### config.mk
export PLATFORM = sky130hd
export DESIGN_NAME = bank_sc_xbar_tx_flat
export DESIGN_NICKNAME = d
export VERILOG_FILES = /design/src/rtl/bank_sc_xbar_tx_pkg.sv /design/src/rtl/bank_sc_xbar_tx_if.sv /design/src/rtl/bank_sc_xbar_tx_fifo.sv /design/src/rtl/bank_sc_xbar_tx.sv /design/src/flat_wrapper.sv
export SDC_FILE = /design/constraint.sdc
export NUM_CORES = 1
export LEC_CHECK = 0
export ABC_AREA = 1
export CORE_ASPECT_RATIO = 1.1
export CORE_UTILIZATION = 60
export CTS_BUF_LIST = sky130_fd_sc_hd__clkbuf_8
export DETAILED_ROUTE_END_ITERATION = 6
export PLACE_DENSITY = 0.84
export SYNTH_ARGS = -nofsm -noshare
export SYNTH_HDL_FRONTEND = slang
export SYNTH_SLANG_ARGS = --single-unit
### constraint.sdc
create_clock -name clk_i -period 14.38 [get_ports clk_i]
set_input_delay 2.876 -clock clk_i [delete_from_list [all_inputs] [get_ports clk_i]]
set_output_delay 2.876 -clock clk_i [all_outputs]
set_load 0.01 [all_outputs]
### src/rtl/bank_sc_xbar_tx_pkg.sv
// Shared types and constants for the bank <-> crossbar read-return path.
package xbar_pkg;

    localparam int CH_ID_W   = 2;
    localparam int ROB_NUM_W = 3;
    localparam int DATA_W    = 128;
    localparam int NUM_CH    = 3;

    localparam logic [CH_ID_W-1:0] CH_ID_ILLEGAL = 2'd3;

    // One read-return beat as it travels from bank to crossbar.
    typedef struct packed {
        logic [CH_ID_W-1:0]   ch_id;
        logic [ROB_NUM_W-1:0] rob_num;
        logic [DATA_W-1:0]    data;
    } rtn_beat_t;

    // A channel id names a real crossbar channel only below NUM_CH.
    function automatic logic is_legal_ch(input logic [CH_ID_W-1:0] ch);
        return (ch != CH_ID_ILLEGAL) && (int'(ch) < NUM_CH);
    endfunction

endpackage

### src/rtl/bank_sc_xbar_tx_if.sv
// Read-return beat channel with a valid/allowIn handshake.
//
// Handshake: the master drives valid plus payload; the slave drives allowIn.
// A beat transfers on a rising clock edge where valid and allowIn are both 1.
// While valid is high and allowIn low, the master holds the payload stable.
// allowIn may be asserted independently of valid.
interface bank_sc_xbar_tx_if;
    import xbar_pkg::*;

    logic                 valid;
    logic                 allowIn;
    logic [CH_ID_W-1:0]   ch_id;
    logic [ROB_NUM_W-1:0] rob_num;
    logic [DATA_W-1:0]    data;

    modport master (output valid, output ch_id, output rob_num, output data, input allowIn);
    modport slave  (input valid, input ch_id, input rob_num, input data, output allowIn);

endinterface

### src/rtl/bank_sc_xbar_tx_fifo.sv
// Generic synchronous FIFO of rtn_beat_t with occupancy count.
// Full/empty come from the count, so pointers simply wrap modulo DEPTH.
// The caller must not push when full or pop when empty.
module xbar_sync_fifo
    import xbar_pkg::*;
#(
    parameter  int DEPTH = 4,
    localparam int PTR_W = $clog2(DEPTH)
) (
    input  logic        i_clk,
    input  logic        i_rst_n,
    input  logic        i_push,
    input  rtn_beat_t   i_push_data,
    input  logic        i_pop,
    output rtn_beat_t   o_head,
    output logic [PTR_W:0] o_count
);

    localparam logic [PTR_W-1:0] PTR_ONE = 1;
    localparam logic [PTR_W:0]   CNT_ONE = 1;

    rtn_beat_t        r_mem [DEPTH];
    logic [PTR_W-1:0] r_wptr;
    logic [PTR_W-1:0] r_rptr;
    logic [PTR_W:0]   r_count;

    // Entry storage is deliberately left unreset; only valid entries are read.
    always_ff @(posedge i_clk) begin
        if (i_push) begin
            r_mem[r_wptr] <= i_push_data;
        end
    end

    // Write/read pointers advance modulo DEPTH on push/pop.
    always_ff @(posedge i_clk or negedge i_rst_n) begin
        if (!i_rst_n) begin
            r_wptr <= '0;
            r_rptr <= '0;
        end else begin
            if (i_push) r_wptr <= r_wptr + PTR_ONE;
            if (i_pop)  r_rptr <= r_rptr + PTR_ONE;
        end
    end

    // Occupancy: simultaneous push and pop leave it unchanged.
    always_ff @(posedge i_clk or negedge i_rst_n) begin
        if (!i_rst_n) begin
            r_count <= '0;
        end else begin
            case ({i_push, i_pop})
                2'b10:   r_count <= r_count + CNT_ONE;
                2'b01:   r_count <= r_count - CNT_ONE;
                default: r_count <= r_count;
            endcase
        end
    end

    assign o_head  = r_mem[r_rptr];
    assign o_count = r_count;

endmodule

### src/rtl/bank_sc_xbar_tx.sv
// Bank-side read-return transmitter: buffers pipeline beats in a small FIFO
// and replays them to the crossbar in arrival order. Beats addressed to an
// illegal channel are handshaken but dropped, raising a sticky error flag.
module bank_sc_xbar_tx
    import xbar_pkg::*;
#(
    parameter  int DEPTH = 4,
    localparam int PTR_W = $clog2(DEPTH)
) (
    input  logic                     clk_i,
    input  logic                     rst_i,
    bank_sc_xbar_tx_if.slave         pipe_rtn,
    bank_sc_xbar_tx_if.master        bank_sc_xbar,
    output logic [PTR_W:0]           fifo_cnt_o,
    output logic                     err_illegal_ch_o,
    input  logic                     err_clr_i
);

    localparam logic [PTR_W:0] FULL_CNT = DEPTH[PTR_W:0];

    logic [PTR_W:0] w_count;
    logic           w_allow_in;
    logic           w_accept;
    logic           w_legal;
    logic           w_push;
    logic           w_drop;
    logic           w_valid;
    logic           w_pop;
    rtn_beat_t      w_push_beat;
    rtn_beat_t      w_head;
    logic           r_err;

    // allowIn depends only on registered occupancy: a pop in the same cycle
    // does not reopen a full FIFO, which keeps crossbar allowIn off this path.
    assign w_allow_in = (w_count != FULL_CNT);
    assign w_accept   = pipe_rtn.valid & w_allow_in;
    assign w_legal    = is_legal_ch(pipe_rtn.ch_id);
    assign w_push     = w_accept & w_legal;
    assign w_drop     = w_accept & ~w_legal;

    assign w_valid    = (w_count != '0);
    assign w_pop      = w_valid & bank_sc_xbar.allowIn;

    assign w_push_beat = '{ch_id: pipe_rtn.ch_id, rob_num: pipe_rtn.rob_num, data: pipe_rtn.data};

    xbar_sync_fifo #(.DEPTH(DEPTH)) u_fifo (
        .i_clk       (clk_i),
        .i_rst_n     (rst_i),
        .i_push      (w_push),
        .i_push_data (w_push_beat),
        .i_pop       (w_pop),
        .o_head      (w_head),
        .o_count     (w_count)
    );

    // Sticky illegal-channel flag; a new drop beats a same-cycle clear.
    always_ff @(posedge clk_i or negedge rst_i) begin
        if (!rst_i) begin
            r_err <= 1'b0;
        end else if (w_drop) begin
            r_err <= 1'b1;
        end else if (err_clr_i) begin
            r_err <= 1'b0;
        end
    end

    assign pipe_rtn.allowIn       = w_allow_in;
    assign bank_sc_xbar.valid     = w_valid;
    assign bank_sc_xbar.ch_id     = w_head.ch_id;
    assign bank_sc_xbar.rob_num   = w_head.rob_num;
    assign bank_sc_xbar.data      = w_head.data;
    assign fifo_cnt_o             = w_count;
    assign err_illegal_ch_o       = r_err;

endmodule

### src/flat_wrapper.sv
// flat-port wrapper written by rule: the top's interface ports become plain ports
module bank_sc_xbar_tx_flat import xbar_pkg::*;
#(
    parameter  int DEPTH = 4,
    localparam int PTR_W = $clog2(DEPTH)
)
  (clk_i, rst_i, fifo_cnt_o, err_illegal_ch_o, err_clr_i, pipe_rtn_valid, pipe_rtn_ch_id, pipe_rtn_rob_num, pipe_rtn_data, pipe_rtn_allowIn, bank_sc_xbar_valid, bank_sc_xbar_ch_id, bank_sc_xbar_rob_num, bank_sc_xbar_data, bank_sc_xbar_allowIn);
  bank_sc_xbar_tx_if pipe_rtn_i ();
  bank_sc_xbar_tx_if bank_sc_xbar_i ();
  input  logic clk_i;
  input  logic rst_i;
  output logic [PTR_W:0] fifo_cnt_o;
  output logic err_illegal_ch_o;
  input  logic err_clr_i;
  input wire logic [$bits(pipe_rtn_i.valid)-1:0] pipe_rtn_valid;
  input wire logic [$bits(pipe_rtn_i.ch_id)-1:0] pipe_rtn_ch_id;
  input wire logic [$bits(pipe_rtn_i.rob_num)-1:0] pipe_rtn_rob_num;
  input wire logic [$bits(pipe_rtn_i.data)-1:0] pipe_rtn_data;
  output wire logic [$bits(pipe_rtn_i.allowIn)-1:0] pipe_rtn_allowIn;
  output wire logic [$bits(bank_sc_xbar_i.valid)-1:0] bank_sc_xbar_valid;
  output wire logic [$bits(bank_sc_xbar_i.ch_id)-1:0] bank_sc_xbar_ch_id;
  output wire logic [$bits(bank_sc_xbar_i.rob_num)-1:0] bank_sc_xbar_rob_num;
  output wire logic [$bits(bank_sc_xbar_i.data)-1:0] bank_sc_xbar_data;
  input wire logic [$bits(bank_sc_xbar_i.allowIn)-1:0] bank_sc_xbar_allowIn;
  assign pipe_rtn_i.valid = pipe_rtn_valid;
  assign pipe_rtn_i.ch_id = pipe_rtn_ch_id;
  assign pipe_rtn_i.rob_num = pipe_rtn_rob_num;
  assign pipe_rtn_i.data = pipe_rtn_data;
  assign pipe_rtn_allowIn = pipe_rtn_i.allowIn;
  assign bank_sc_xbar_valid = bank_sc_xbar_i.valid;
  assign bank_sc_xbar_ch_id = bank_sc_xbar_i.ch_id;
  assign bank_sc_xbar_rob_num = bank_sc_xbar_i.rob_num;
  assign bank_sc_xbar_data = bank_sc_xbar_i.data;
  assign bank_sc_xbar_i.allowIn = bank_sc_xbar_allowIn;
  bank_sc_xbar_tx #(.DEPTH(DEPTH)) u_core (.clk_i(clk_i), .rst_i(rst_i), .pipe_rtn(pipe_rtn_i), .bank_sc_xbar(bank_sc_xbar_i), .fifo_cnt_o(fifo_cnt_o), .err_illegal_ch_o(err_illegal_ch_o), .err_clr_i(err_clr_i));
endmodule
# Word level (Yosys, flattened, before mapping)
# Memories as Yosys holds them, arrays and structs flattened.
# Index checks and enable logic that the tools add are counted.
dict set report op_classes {
  add_sub_neg 4
  order_cmp 1
  eq_ne 4
  muxes 5
  bitwise 5
  reduce_logical 4
}
# op count
set ops {}
lappend ops {{$pmux W3 S2} 1}
lappend ops {{$add A2 B1 Y2 const B} 2}
lappend ops {{$and A1 B1 Y1} 4}
lappend ops {{$mux W1} 4}
lappend ops {{$reduce_bool A2 Y1} 2}
lappend ops {{$add A3 B1 Y3 const B} 1}
lappend ops {{$ne A3 B3 Y1 const B} 1}
lappend ops {{$reduce_bool A3 Y1} 1}
lappend ops {{$sub A3 B1 Y3 const B} 1}
lappend ops {{$eq A2 B1 Y1 const B} 1}
lappend ops {{$eq A2 B2 Y1 const B} 1}
lappend ops {{$lt A2 B2 Y1 const B} 1}
lappend ops {{$ne A2 B2 Y1 const B} 1}
lappend ops {{$logic_and A1 B1 Y1} 1}
lappend ops {{$not A1 Y1} 1}
dict set report word_totals {
  reg_bits 8
  ram_bits 532
  in_bits 138
  out_inout_bits 139
  wordCells 28
  n_memories 1
}
# memory depth width read_ports rd_clocked_by_memory_dff write_ports line
set mem_list {}
lappend mem_list {u_core.u_fifo.r_mem 4 133 1 0 1 bank_sc_xbar_tx_fifo.sv:22} ;# rtn_beat_t r_mem [DEPTH];

# Logic depth before layout (Yosys ltp)
dict set report depth {
  word_depth 5
  ltp_mapped 12
}

# Cells and area by module
# Synthesis repeated with hierarchy kept, for this count alone.
dict set report hier_totals {
  cells_unflattened 1876
  hier_area_um2 21919.8
}
# mod n_inst cells_per_inst area_each_um2 seq_area_each_um2
set modules_own_cells {}
lappend modules_own_cells {xbar_sync_fifo 1 1862 21828.4 16150.5}
lappend modules_own_cells {bank_sc_xbar_tx 1 14 91.3 25.0}

# Worst setup path after synthesis
# OpenSTA, ideal clock, no wires.
dict set report synth_path {
  path_kind {in2reg}
  from {input pipe_rtn_ch_id[1]}
  to {memory u_core.u_fifo.r_mem[0][0] in the netlist's numbering (enable)}
  setup_time_ns 0.628
  arrival_time_ns 8.741
  setup_slack_ns 5.012
  path_stages 3
  cell_sequence {nand2_1 -> nand3_1 -> nor2_1}
}
dict set report synth_between {
  elab_chain_cells 5
  word_cells_on_any_way 6
  classes_between {order compare (1); eq/ne (1); mux (2); bitwise (1); reduce/logical (1)}
}
# element line
set synth_rtl {}
lappend synth_rtl {{start: declaration} flat_wrapper.sv:16} ;# input wire logic [$bits(pipe_rtn_i.ch_id)-1:0] pipe_rtn_ch_id;
lappend synth_rtl {{$lt A2 B2 Y1 or $ne A2 B2 Y1 (tied branches)} bank_sc_xbar_tx_pkg.sv:20} ;# return (ch != CH_ID_ILLEGAL) && (int'(ch) < NUM_CH);
lappend synth_rtl {{$logic_and A1 B1 Y1 (*)} bank_sc_xbar_tx_pkg.sv:20}
lappend synth_rtl {{$and A1 B1 Y1 (*)} bank_sc_xbar_tx.sv:38} ;# assign w_push = w_accept & w_legal;
lappend synth_rtl {{$mux W1 (*)} bank_sc_xbar_tx_fifo.sv:29} ;# if (i_push) begin
lappend synth_rtl {{$mux W1 (not written as such) (*)} bank_sc_xbar_tx_fifo.sv:30} ;# r_mem[r_wptr] <= i_push_data;
lappend synth_rtl {{end: declaration} bank_sc_xbar_tx_fifo.sv:22}
# Mark *: on every way between the ends. The rest lies on a longest branch, timed or not.

# Final worst setup path
dict set report layout_path {
  from {register u_core.u_fifo.r_rptr[0]}
  to {output bank_sc_xbar_data[95]}
}
dict set report layout_between {
  elab_chain_cells 1
}
# element line
set layout_rtl {}
lappend layout_rtl {{start: declaration} bank_sc_xbar_tx_fifo.sv:24} ;# logic [PTR_W-1:0] r_rptr;
lappend layout_rtl {{start signal: assignment} bank_sc_xbar_tx_fifo.sv:41} ;# if (i_pop) r_rptr <= r_rptr + PTR_ONE;
lappend layout_rtl {{$mem_v2 Z4 W133} n/a}
lappend layout_rtl {{end: declaration} flat_wrapper.sv:23} ;# output wire logic [$bits(bank_sc_xbar_i.data)-1:0] bank_sc_xbar_data;
# Every way passes these cells.

==> metrics <==
outcome finished, final reports clean; Root Buffer clkbuf_8; Final nets 1913; Synth Warn # 0; Data required, critical path about 12 ns; Residual DRC 0; Distinct cells, synth 19; register bit total from synthesis between 500 and 600; post-synthesis sequential area ratio roughly 79%; port buffer count ~280; # Max-Cap Violations 0; worst-path maximum fanout about 100; clock tree buffer depth 3; TNS Setup 0 ns; fin crit share roughly 50%; first-pass GRT wire length between 60000 and 70000 µm; post-synth top area cell edfxtp_1; Ports 277; worst clock skew between 0.02 and 0.025 ns; Internal 3.387 mW; Power per Cell Area between 200 and 250 mW/mm²; Peak supply drop around 0.18 mV; final setup margin roughly 7.4 ns; switching portion of total power between 30% and 40%; pre-CTS setup slack 8.074 ns; fin. max-slew vios 0; Critical Path AT ~4.1 ns; DR iter-0 viols between 1000 and 1500; pin count of the biggest net entering global routing about 150; area of the multi-input gates approximately 0.0038 mm²; Design Area, Final between 0.02 and 0.025 mm²; H-tree Lvls 3; Final Hold Fails 0; Core Area between 0.03 and 0.04 mm²; vias in the first global route between 10000 and 15000; clock buffer count from CTS 80; leak pwr ~8.4 nW; FMAX roughly 140 MHz; most frequent cells in the layout edfxtp_1 (532), nor2_1 (400), clkdlybuf4s50_1 (276); kind of critical path reg -> out; Worst Tran Pin Value about 1.2 ns; aggregate routed wire length roughly 43000 µm; Initial Util about three fifths; TritonCTS Sinks 540; vias 12679; # Post-CTS Setup Buffers 0; initial antenna violation count 2; CP Launch Type register; FP Rows 70; aggregate global routing overflow 0; cts hold-fix bufs 0; cell count after synthesis between 1000 and 1500; DP HPWL 23910 µm; Final ANT Viol Nets 0; Mapped Avg Cell Area approximately 14 µm²; full die area ~0.035 mm²; die span in y between 150 and 200 µm; Slew HR a little under a quarter; layout cell share with drive strength beyond 1 6.627%; post-synthesis cell area about 0.020 mm²; CTS resizes 0; RSZ-0062 raised after global routing false; Synth Net Count 1629; Clk pwr share approximately 23%; GP Congestion approximately 0.76; Synth top area share a little under 80%; vias per std cell approximately 5.6; Worst Hold Class reg -> reg; WL per Instance between 15 and 20 µm; Clock transition at path regs roughly 0.050 ns; combinational share of power 36.7%; net switching power 1.704 mW; Synth area leaders edfxtp_1 (78%), nor2_1 (7.4%), o21ai_1 (5.5%); Final Setup Violations 0; placed inst area 0.02342 mm²; CP Capture Type output pin; Die Width between 150 and 200 µm; Tot Pwr 5.091 mW; first-pass iteration count of the detailed router 5; CTS tree yes; FF/Latch Area approximately 0.016 mm²; sequential power share 40.3%; GR Util All Layers 24.89%; Clock Latency Late Sink between 0.6 and 0.7 ns; commonest non-fill, non-tap cell in the layout edfxtp_1; Fillers between 1500 and 2000; Layout area overhead 21.69%; Final min period ~7.0 ns
-- cell usage after synthesis --
cell,count
xnor2_1,1
clkbuf_1,33
nor2_1,404
buf_6,13
buf_4,10
inv_6,1
inv_1,14
fa_1,1
nand2_1,22
nand4_1,3
buf_8,1
nand3_1,4
ha_1,5
o21ai_1,225
inv_2,1
dfrtp_1,8
edfxtp_1,532
buf_2,31
o21ai_0,176
-- layout make-up --
type                       instances  share of cell area [%]
sequential                       540                   64.88
multi-input combinational        841                   15.10
timing repair buffer             290                   11.50
clock buffer                      83                   4.581
tap                              432                   2.167
clock inverter                    56                   1.480
inverter                          16                  0.2810
antenna                            1                 0.01003
-- through the flow --
| stage | utilization [%] | instances | hold WS [ns] |
|---|---|---|---|
| after floorplan | - | 1485 | 0.4841 |
| after global placement | 70.01 | 2119 | 0.4755 |
| after detailed placement | 70.01 | 2119 | 0.4982 |
| after CTS | 74.53 | 2258 | 0.5216 |
| after global routing | 74.54 | 2259 | 0.5665 |
| final | 74.54 | 2259 | 0.5265 |
-- logic make-up after synthesis --
logic type / count (synthesis) / synth area share (%)
AOI/OAI and AO/OA: 401 / 9.794
xor gates and xnor gates: 1 / 0.04275
adders and majority gates: 6 / 0.4030
buffers and inverters: 104 / 2.833
DFF: 540 / 78.94
and+or+nand+nor: 433 / 7.992
-- routing by layer --
metal | wire, µm | global-route usage (%) | up-vias
met5 | 13 | 0 | -
met4 | 1138 | 9.918 | 2
met3 | 4387 | 7.694 | 93
met2 | 21430 | 41.71 | 501
met1 | 16210 | 30.07 | 6129
li1 | - | - | 5954
-- flip-flops by register name, indices dropped and copies added (netlist names) --
signal	cells
u_core.err_illegal_ch_o	1
u_core.u_fifo.r_rptr	2
u_core.u_fifo.r_mem	532
u_core.u_fifo.o_count	3
u_core.u_fifo.r_wptr	2
-- critical path: stages, from the launching register on --
cell             delay (ns)
dfrtp_4                0.43
buf_4                  0.82
buf_4                  0.96
nor2_1                 0.12
nor2_1                 0.15
o21ai_0                0.15
o21ai_1                0.18
clkdlybuf4s50_1        0.60
-- path summary, 6_finish.rpt --
path / to / cells after the start / startpoint / slack (ns)
worst max-delay path: bank_sc_xbar_data[95] / 7 / u_core.u_fifo.r_rptr[0] / 7.37
worst min-delay path: u_core.err_illegal_ch_o / 2 / u_core.err_illegal_ch_o / 0.53
worst max register to register: u_core.u_fifo.r_mem[3][7] / 5 / u_core.u_fifo.o_count[0] / 11.24
worst min register to register: u_core.err_illegal_ch_o / 2 / u_core.err_illegal_ch_o / 0.53
max in group asynchronous: u_core.u_fifo.r_rptr[0] / 1 / rst_i / 11.54
min in group asynchronous: u_core.u_fifo.o_count[0] / 1 / rst_i / 2.54
-- power by group through the flow --
stage          combinational [mW]  sequential [mW]  clock, mW
2_1_floorplan                1.03             2.11          0
4_1_cts                      1.88             2.05       1.19
3_5_place_dp                 1.86             2.08          0
6_report                     1.87             2.05       1.17
5_1_grt                      2.03             2.07       1.26
3_3_place_gp                 1.81             2.07          0
No activity file was read; power rests on OpenSTA's default activity.
==> RTL edit 1: new RTL, same flow settings <==
Set the package constant `ROB_NUM_W` to 6 (it was 3).
--- a/src/rtl/bank_sc_xbar_tx_pkg.sv
+++ b/src/rtl/bank_sc_xbar_tx_pkg.sv
@@ -2,7 +2,7 @@
 package xbar_pkg;
 
     localparam int CH_ID_W   = 2;
-    localparam int ROB_NUM_W = 3;
+    localparam int ROB_NUM_W = 6;
     localparam int DATA_W    = 128;
     localparam int NUM_CH    = 3;
 
Interface: changed (resized bank_sc_xbar_rob_num and pipe_rtn_rob_num); port bits go from 277 to 283. The function was not compared with the original's and may differ.
==> RTL edit 1 against the unedited design <==
The flow now finishes with violations (design-rule violations). Routed wire length rose by 1.3%. Combinational power fell by 2%. Largest cell class unchanged. Die area rose by 1.9%. Power rose by 0.34%. Worst setup slack got worse by 0.21 ns. Clock skew rose by 0.0071 ns. Synthesized area rose by 1.9%. Via count rose by 1.9%. Design area rose by 1.9%. Synthesized cell count rose by 2.2%. Sequential cell count rose by 12. Critical path type unchanged.
==> RTL edit 1: results (changes against the unedited design) <==
most frequent cells after synthesis=edfxtp_1, nor2_1, o21ai_0; Post-synth EDFFs=544 (+2.3%); average wire per standard cell=18.9 um (-1.0%); GR Util All Layers=0.247 (-0.00205); met2 WL=22.3 mm (+4.2%); P_comb=1.83 mW (-2%); CP arrival=4.34 ns (+0.21 ns); Post-Synth Adder-Cell Area=0.00396 (-0.0000739); Synth Area in XOR/XNOR=0.000420 (-0.00000784); status=complete, but fails checks; LEAKAGE=8.56 nW (+1.8%); failing checks=design-rule violations; Synth cell types=18 (-1); residual DRC count=32 (+32); skew final=0.0298 ns (+0.00712 ns); total CTS buffers=83 (+3.8%); top routing layer in use=met4; met2 Usage GRT=0.421 (+0.00432); Layout Nets=1953 (+2.1%); Cells after DPL=2159 (+1.9%); met3 usage=0.0533 (-0.0237); hpwl dp=23.8 mm (-0.34%); slowest cell delay on critical path=0.94 ns (-0.02 ns); Int Pwr=3.39 mW (+0.12%); CP Max Fanout=161 (+55%); Net Sw Power=1.72 mW (+0.78%); synthesized net count=1665 (+2.2%); first-pass GRT wire length=67.2 mm (+1.9%); largest net degree at the start of global routing=162 (+5.2%); initial antenna violation count=5 (+3); fraction of the yosys area taken by sequential cells=0.792 (+0.00278); Cells after Synth=1518 (+2.2%); metal1 wirelength=17.0 mm (+5.0%); Synth Area in Compound Gates=0.0983 (+0.000362)
-- RTL edit 1: cell types whose count changed after synthesis, sizes merged --
cell / change
clkbuf: +8
buf: -5
edfxtp: +12
o21ai: +9
nor2: +9
-- RTL edit 1: worst paths after layout --
kind                                           from                          to  cells after the start
setup / recovery            u_core.u_fifo.r_rptr[0]      bank_sc_xbar_data[110]                      5
hold / removal              u_core.err_illegal_ch_o     u_core.err_illegal_ch_o                      2
setup reg to reg           u_core.u_fifo.o_count[0]  u_core.u_fifo.r_mem[1][58]                      5
hold reg to reg             u_core.err_illegal_ch_o     u_core.err_illegal_ch_o                      2
max in group asynchronous                     rst_i     u_core.u_fifo.r_rptr[0]                      1
min in group asynchronous                     rst_i     u_core.u_fifo.r_rptr[0]                      1
-- RTL edit 1: area by class of cell --
class,instances,area [um2]
clock buffers,85,1170
inverters,16,70.1
flip-flops and latches,552,16500
well taps,438,548
multi-input cells,859,3840
clock inverters,63,314
fillers,2062,8790
diodes,5,12.5
repair buffers,294,2910
==> RTL edit 2: new RTL, same settings <==
Made on the original files. Put a register stage on the output `fifo_cnt_o`, with the module's reset. The value now appears one clock later. The other outputs are not delayed to match.
--- a/src/rtl/bank_sc_xbar_tx.sv
+++ b/src/rtl/bank_sc_xbar_tx.sv
@@ -69,7 +69,13 @@
     assign bank_sc_xbar.ch_id     = w_head.ch_id;
     assign bank_sc_xbar.rob_num   = w_head.rob_num;
     assign bank_sc_xbar.data      = w_head.data;
-    assign fifo_cnt_o             = w_count;
+    always_ff @(posedge clk_i or negedge rst_i) begin
+        if (!rst_i) begin
+            fifo_cnt_o <= '0;
+        end else begin
+            fifo_cnt_o <= w_count;
+        end
+    end
     assign err_illegal_ch_o       = r_err;
 
 endmodule
Function: changed (Yosys sat finds a counterexample within 4 cycles, from zero or initial values and one cycle with rst_i low).
==> RTL edit 2 against the unedited design <==
Synthesized area up 0.37%. Count of clock-buffer cells in the layout up 5. Worst setup slack better by 0.32 ns. Design area up 0.31%. Clock skew up 0.0097 ns. Register-to-register slack worse by 0.39 ns. Utilization up 0.23 points. Die area up 0.36%. Power down 0.12%. Routed wire length down 0.62%. Sequential cell count up 3. Largest power group unchanged.
==> RTL edit 2: results (changes against the unedited design) <==
status=complete, no violations; skew final=0.0324 ns (+0.00971 ns); Post-DP Area=23500 um2 (+0.34%); Crit Reg-Reg Endpoint=u_core.u_fifo.r_mem[2][73]; Net Sw Power=1.70 mW (-0.45%); Worst Setup EP=bank_sc_xbar_data[3]; DRT iter0 DRCs=997 (-15%); average wire per standard cell=18.9 um (-0.97%); GR Util All Layers=0.244 (-0.00485); Layout Nets=1915 (+0.10%); R2R depth=6 (+1); final instance count without filler cells=2267 (+0.35%); first-pass GRT wire length=64.8 mm (-1.8%); hold_sp=u_core.u_fifo.o_count[2]; Gate power share=0.363 (-0.004); max_slew headroom=0.265 (+0.0384); hold path cells=0 (-2); metal1 wirelength=16.7 mm (+2.7%); Max IR drop VDD=0.145 mV (-19%); vias in the first global route=12500 (-2.2%); ranking of synthesized cells by area=edfxtp_1, nor2_1, o21ai_1, o21ai_0, dfrtp_1; met3 routed WL=3.88 mm (-12%); CP Max Fanout=98 (-5.8%); met1 global-route usage=0.308 (+0.00713); Reg2Reg Setup Slack=10.85 ns (-0.39 ns); CP arrival=3.82 ns (-0.31 ns); met2 WL=21.2 mm (-0.94%); hpwl dp=23.6 mm (-1.4%); GPL Wtd Cong=0.770 (+1.6%); LEAKAGE=8.46 nW (+0.68%); slowest cell delay on critical path=0.84 ns (-0.12 ns); DR vias=12700 (+0.13%); initial antenna violation count=8 (+6)
## RTL edit 2: changes by cell type after synthesis
cell / unedited run / this run
dfrtp_1: 8 / 11
## RTL edit 2: cell type report
class                   count  area (um2)
multi-input cells         841        3770
diodes                      5        12.5
clock buffers              88        1210
repair buffers            289        2870
fillers                  1954        8440
flip-flops and latches    543       16300
well taps                 432         541
inverters                  16        70.1
clock inverters            53         287
## RTL edit 2: cells by family (layout without fill, tap and decap cells)
| group | Yosys count | in the layout | share of synthesized area |
|---|---|---|---|
| compound gates | 401 | 401 | 0.0976 |
| xor+xnor | 1 | 1 | 0.000426 |
| fa+ha+maj | 6 | 6 | 0.00402 |
| buf+inv | 104 | 446 | 0.0282 |
| flops | 543 | 543 | 0.790 |
| other cells | 0 | 5 | 0 |
| simple gates | 433 | 433 | 0.0796 |
## RTL edit 2: worst register-to-register path: stages, from the launching register on
cell and delay, ns:
dfrtp_1 0.45, nor2_1 0.09, nand2_1 0.15, nand3_1 0.42
nor2_4 0.21, buf_4 0.85, buf_4 0.90
